File: src/rtl/hazard_pkg.sv
// rtl/hazard_pkg.sv - shared types for the hazard/forwarding controller
// Tag indices are held at TAG_AW bits; narrower register indices are zero-extended.
package hazard_pkg;

   localparam int TAG_AW = 8;

   typedef logic [TAG_AW-1:0] tag_rd_t;

   localparam tag_rd_t REG_ZERO = '0;

   typedef enum logic [1:0] {
      FWD_REG = 2'b00,
      FWD_ME  = 2'b01,
      FWD_WB  = 2'b10
   } fwd_sel_e;

   typedef struct packed {
      logic    valid;
      tag_rd_t rd;
      logic    ru_write;
      logic    is_load;
   } stage_tag_t;

   function automatic logic tag_live(input logic valid, input logic ru_write, input tag_rd_t rd);
      return valid & ru_write & (rd != REG_ZERO);
   endfunction

endpackage

File: src/rtl/fwd_compare.sv
// rtl/fwd_compare.sv - forwarding source select for one EX operand
// ME wins over WB when both hold the same live destination.
module fwd_compare
   import hazard_pkg::*;
(
   input  logic     uses,
   input  tag_rd_t  src,
   input  logic     me_live,
   input  tag_rd_t  me_rd,
   input  logic     wb_live,
   input  tag_rd_t  wb_rd,
   output fwd_sel_e sel
);

   always_comb begin
      sel = FWD_REG;
      if (uses && me_live && (me_rd == src)) begin
         sel = FWD_ME;
      end else if (uses && wb_live && (wb_rd == src)) begin
         sel = FWD_WB;
      end
   end

endmodule

File: src/rtl/hazard_ctrl_unit.sv
// rtl/hazard_ctrl_unit.sv - EX/ME/WB tag shadow, forwarding, load-use stall and jump flush
// Define HAZARD_PERF_CNT_EN to add saturating stall_count/flush_count outputs.
module hazard_ctrl_unit
   import hazard_pkg::*;
#(
   parameter int REG_AW           = 5,
   parameter bit RF_WRITE_THROUGH = 1'b1
`ifdef HAZARD_PERF_CNT_EN
   ,
   parameter int CNT_W            = 32
`endif
)(
   input  logic              clk,
   input  logic              reset,
   input  logic              de_valid,
   input  logic [REG_AW-1:0] de_rs1,
   input  logic [REG_AW-1:0] de_rs2,
   input  logic              de_uses_rs1,
   input  logic              de_uses_rs2,
   input  logic [REG_AW-1:0] de_rd,
   input  logic              de_ru_write,
   input  logic              de_is_load,
   input  logic              ex_jump,
`ifdef HAZARD_PERF_CNT_EN
   output logic [CNT_W-1:0]  stall_count,
   output logic [CNT_W-1:0]  flush_count,
`endif
   output logic [1:0]        fwd_a_sel,
   output logic [1:0]        fwd_b_sel,
   output logic              stall_if,
   output logic              stall_de,
   output logic              flush_de,
   output logic              flush_ex
);

   stage_tag_t ex_tag, me_tag, wb_tag;
   tag_rd_t    ex_rs1, ex_rs2;
   logic       ex_uses_rs1, ex_uses_rs2;

   tag_rd_t d_rs1, d_rs2, d_rd;
   logic    ex_live, me_live, wb_live;
   logic    load_use, wb_rd_hazard, stall, flush_ex_int;
   fwd_sel_e sel_a, sel_b;

   // WB is_load is carried so every stage has the same tag layout.
   logic tag_unused;
   assign tag_unused = wb_tag.is_load;

   assign d_rs1 = tag_rd_t'(de_rs1);
   assign d_rs2 = tag_rd_t'(de_rs2);
   assign d_rd  = tag_rd_t'(de_rd);

   assign ex_live = tag_live(ex_tag.valid, ex_tag.ru_write, ex_tag.rd);
   assign me_live = tag_live(me_tag.valid, me_tag.ru_write, me_tag.rd);
   assign wb_live = tag_live(wb_tag.valid, wb_tag.ru_write, wb_tag.rd);

   assign load_use = de_valid & ex_live & ex_tag.is_load &
                     ((de_uses_rs1 & (d_rs1 == ex_tag.rd)) |
                      (de_uses_rs2 & (d_rs2 == ex_tag.rd)));

   assign wb_rd_hazard = !RF_WRITE_THROUGH & de_valid & wb_live &
                         ((de_uses_rs1 & (d_rs1 == wb_tag.rd)) |
                          (de_uses_rs2 & (d_rs2 == wb_tag.rd)));

   assign stall        = (load_use | wb_rd_hazard) & ~ex_jump;
   assign flush_ex_int = stall | ex_jump;

   fwd_compare u_fwd_a (
      .uses    (ex_uses_rs1 & ex_tag.valid),
      .src     (ex_rs1),
      .me_live (me_live),
      .me_rd   (me_tag.rd),
      .wb_live (wb_live),
      .wb_rd   (wb_tag.rd),
      .sel     (sel_a)
   );

   fwd_compare u_fwd_b (
      .uses    (ex_uses_rs2 & ex_tag.valid),
      .src     (ex_rs2),
      .me_live (me_live),
      .me_rd   (me_tag.rd),
      .wb_live (wb_live),
      .wb_rd   (wb_tag.rd),
      .sel     (sel_b)
   );

   always_comb begin
      fwd_a_sel = 2'b00;
      fwd_b_sel = 2'b00;
      stall_if  = 1'b0;
      stall_de  = 1'b0;
      flush_de  = 1'b0;
      flush_ex  = 1'b0;
      if (!reset) begin
         fwd_a_sel = sel_a;
         fwd_b_sel = sel_b;
         stall_if  = stall;
         stall_de  = stall;
         flush_de  = ex_jump;
         flush_ex  = flush_ex_int;
      end
   end

   // A stalled DE re-presents its fields next cycle, so EX only takes a bubble here.
   always_ff @(posedge clk) begin
      if (reset) begin
         ex_tag      <= '0;
         me_tag      <= '0;
         wb_tag      <= '0;
         ex_rs1      <= REG_ZERO;
         ex_rs2      <= REG_ZERO;
         ex_uses_rs1 <= 1'b0;
         ex_uses_rs2 <= 1'b0;
      end else begin
         wb_tag <= me_tag;
         me_tag <= ex_tag;
         if (flush_ex_int) begin
            ex_tag      <= '0;
            ex_rs1      <= REG_ZERO;
            ex_rs2      <= REG_ZERO;
            ex_uses_rs1 <= 1'b0;
            ex_uses_rs2 <= 1'b0;
         end else begin
            ex_tag      <= '{valid: de_valid, rd: d_rd, ru_write: de_ru_write, is_load: de_is_load};
            ex_rs1      <= d_rs1;
            ex_rs2      <= d_rs2;
            ex_uses_rs1 <= de_uses_rs1;
            ex_uses_rs2 <= de_uses_rs2;
         end
      end
   end

`ifdef HAZARD_PERF_CNT_EN
   always_ff @(posedge clk) begin
      if (reset) begin
         stall_count <= '0;
         flush_count <= '0;
      end else begin
         if (stall && (stall_count != '1)) begin
            stall_count <= stall_count + CNT_W'(1);
         end
         if (ex_jump && (flush_count != '1)) begin
            flush_count <= flush_count + CNT_W'(1);
         end
      end
   end
`endif

endmodule

File: config.mk
export PLATFORM = sky130hd
export DESIGN_NAME = hazard_ctrl_unit
export DESIGN_NICKNAME = d
export VERILOG_FILES = /design/src/rtl/hazard_pkg.sv /design/src/rtl/fwd_compare.sv /design/src/rtl/hazard_ctrl_unit.sv
export SDC_FILE = /design/constraint.sdc
export NUM_CORES = 1
export LEC_CHECK = 0
export ABC_AREA = 1
export CAP_MARGIN = 15
export CORE_MARGIN = 3
export CORE_UTILIZATION = 50
export CTS_CLUSTER_SIZE = 30
export DETAILED_ROUTE_END_ITERATION = 8
export GPL_TIMING_DRIVEN = 0
export PLACE_DENSITY = 0.78
export SLEW_MARGIN = 20
export SYNTH_ARGS = -nofsm -noshare
export SYNTH_HDL_FRONTEND = slang
export SYNTH_SLANG_ARGS = --single-unit
File: constraint.sdc
create_clock -name clk -period 1.5 [get_ports clk]
set_input_delay 0.225 -clock clk [delete_from_list [all_inputs] [get_ports clk]]
set_output_delay 0.225 -clock clk [all_outputs]
set_load 0.005 [all_outputs]
==> impl_metrics.toml <==
[timing]
fin_skew_ps = 5.427
fin_ws_ps = -264.7
fmax_ghz = 0.5667
min_period_over_period = 1.176
hold_violations = 0
maxSlewViolCount = 0
setup_violations = 7
whs_ps = 157.3
rsz0062_at_grt = "yes"
post-route-min-period_ps = 1765
tightest_slew_ps = 448.4
slew_headroom = 0.7010

[worst_setup_path]
critPathKind = "flop to primary output"
critPathRequiredTime_ps = 1270
crit_start = "ex_tag[6]"
timing.rr.end = "ex_rs2[1]"
r2r_slack_ps = 120
cp-start-kind = "flop"
rr_worst_depth = 11
slowest_stage = "dfxtp_2"
cp-end-kind = "primary output"
worstPathArrival_ps = 1540
worstReg2RegStart = "ex_tag[6]"
crit_end = "stall_if"
critical_path_peak_fanout = 3
crit_chain = "inv_2, nand2_1, nand2_1, nor2_1, nand3_1, nand2_2, nand3_2, nor2_2, buf_4, buf_6"
critPathMostFrequentCell = "nand2_1"
max_stage_delay_ps = 360

[power]
p_leak_nw = 1.068
p_switching_w = 0.0004433
peakVddDrop_mv = 0.6387
p_int_w = 0.001279
power_frac_clock = 0.310
power_frac_comb = 0.134
switching_share = 0.2574
pwr-share-seq = 0.556
power_density_mw_per_mm2 = 833.6
p_total_w = 0.001722

[cts]
clkLatencyLatePin_ps = 340
cts-root-buf = "clkbuf_4"
cts_htree_levels = 2
path_clk_slew_ps = 100
tritoncts = "built"
cts_buffer_depth = 2
cts_buffers = 5
cts_hold_buf = 0
cts_sinks = 34

[final_layout]
fillCellCount = 250
final_cell_mix = "nor2_1 (50), nand2_1 (47), inv_1 (36)"
n_antenna_cell = 0
final_net_count = 298
multiInputGateArea_um2 = 710.7
synthToLayoutAreaGrowth_pct = 34.01
fin_util = 0.7241
layout_commonest_cell = "nor2_1"
drive_gt1_frac = 0.2645
seqCellArea_um2 = 705.7

[drt]
drc_errors = 0
drt-vias-per-instance = 4.717
ant_nets = 0
first_pass_iters = 5
routedLengthMet1_um = 1496
wl_per_cell_um = 11.00
topRoutingLayerUsed = "met4"
wl_met3_um = 153
met2WireLength_um = 1660
drt-initial-drc-count = 39
wl_um = 3378
vias = 1448

[flow_run]
max_cap_viol_count = 0

[global_routing]
grt_pass1_vias = 1236
grt_overflow_total = 0
grt_max_degree = 11
antenna_found_initial = 0
grt_pass1_wl_um = 5175
gr-usage-all-layers = 0.1947

[placed_design]
place_hpwl_um = 2463
dp_worst_setup_slack_ps = -735.0
numPortBuffers = 29
place_congestion = 0.8846

[die]
dieArea_mm2 = 0.003785
io_pins = 31
chipWidth_um = 61.53
rows = 19
die_h_um = 61.53
initial_utilization = 0.5404
core_area_mm2 = 0.002853

[yosys]
synth-edff-count = 0
synth_warnings = 0
ys_ff_latch = 34
ys_types = 21
ys_seq_area_frac = 0.4416
syn_nets = 252
synth.avg_cell_area_um2 = 6.731
synthCells = 229
synthFlopType = "dfxtp_1"
netlist_area_mm2 = 0.001541
async_reset_ff_frac = 0

[worst_hold_path]
hold_path.class = "input pin to flop"

[outcome]
outcome = "complete, but fails checks"
violations = "negative setup slack"
## Yosys cell counts (2+ instances only)
master     instances  area, um2
nand2_1           53      198.9
xor2_1             3      26.28
inv_1             40      150.1
dfxtp_1           34      680.7
or2_2              2      12.51
buf_6              2      22.52
nand3_1           11      55.05
o2111ai_1          2      17.52
nor2_2             2      12.51
xnor2_1            8      70.07
nand4_1            2      12.51
nor2_1            53      198.9
inv_2              5      18.77
nor3_1             5      25.02
## state kept, by name, indices dropped and copies added (netlist names)
register,cells
ex_uses_rs2,1
ex_tag,8
wb_tag,7
ex_rs2,5
ex_rs1,5
ex_uses_rs1,1
me_tag,7
## area by class of cell
class,instances,area share
Buffer,5,0.01878
Clock buffer,7,0.02665
Clock inverter,1,0.002423
Inverter,45,0.08298
Multi-Input combinational cell,145,0.3440
Sequential cell,34,0.3416
Tap cell,31,0.01878
Timing Repair Buffer,39,0.1647
## routing by layer
layer | vias up | GRT usage
met2 | 38 | 0.3154
met4 | 0 | 0.1000
met3 | 7 | 0.06709
li1 | 769 | -
met5 | - | 0
met1 | 634 | 0.2266
## through the flow
stage          instance area (um2)  instances  setup TNS (ps)
5_1_grt                       2066        307           -2035
4_1_cts                       1991        302           -1293
2_1_floorplan                 1541        229               0
3_3_place_gp                  1871        289           -4959
3_5_place_dp                  1871        289           -5108
6_report                      2066        307           -1257
## power by group through the flow
stage,sequential [W],combinational (W),clock [W]
finish,0.000957,0.000231,0.000533
global route,0.000962,0.000258,0.000590
CTS,0.000958,0.000217,0.000542
detailed placement,0.000976,0.000210,0
global placement,0.000976,0.000206,0
floorplan,0.000971,0.000119,0
## how the worst min path moves through the flow
stage,startpoint,endpoint,depth (start not counted)
final,de_rs2[1],ex_rs2[1],3
after detailed placement,me_tag[10],wb_tag[10],2
after CTS,reset,wb_tag[2],2
after floorplan,de_is_load,ex_tag[0],2
after global placement,me_tag[10],wb_tag[10],2
after global routing,de_rs2[1],ex_rs2[1],3
## critical path, delay by kind of cell, from the launching register on
kind / cells / cell delay [ps]
flip-flops: 1 / 360
buffers and inverters: 3 / 230
AND/OR/NAND/NOR: 7 / 610
## cell families after synthesis
group | synth area share
buffers and inverters | 0.1347
XOR/XNOR | 0.06250
flip-flops | 0.4416
AND/OR/NAND/NOR | 0.3385
AO/OA/AOI/OAI | 0.02272
## what timing repair did
action                                  4_1_cts  5_1_grt
setup buffers                                 5        5
gates resized for setup                      61       14
endpoints found under the setup margin        8       23
hold endpoints to repair                      0        0
pin swaps                                    18       11
Power figures use the tool's default switching activity.
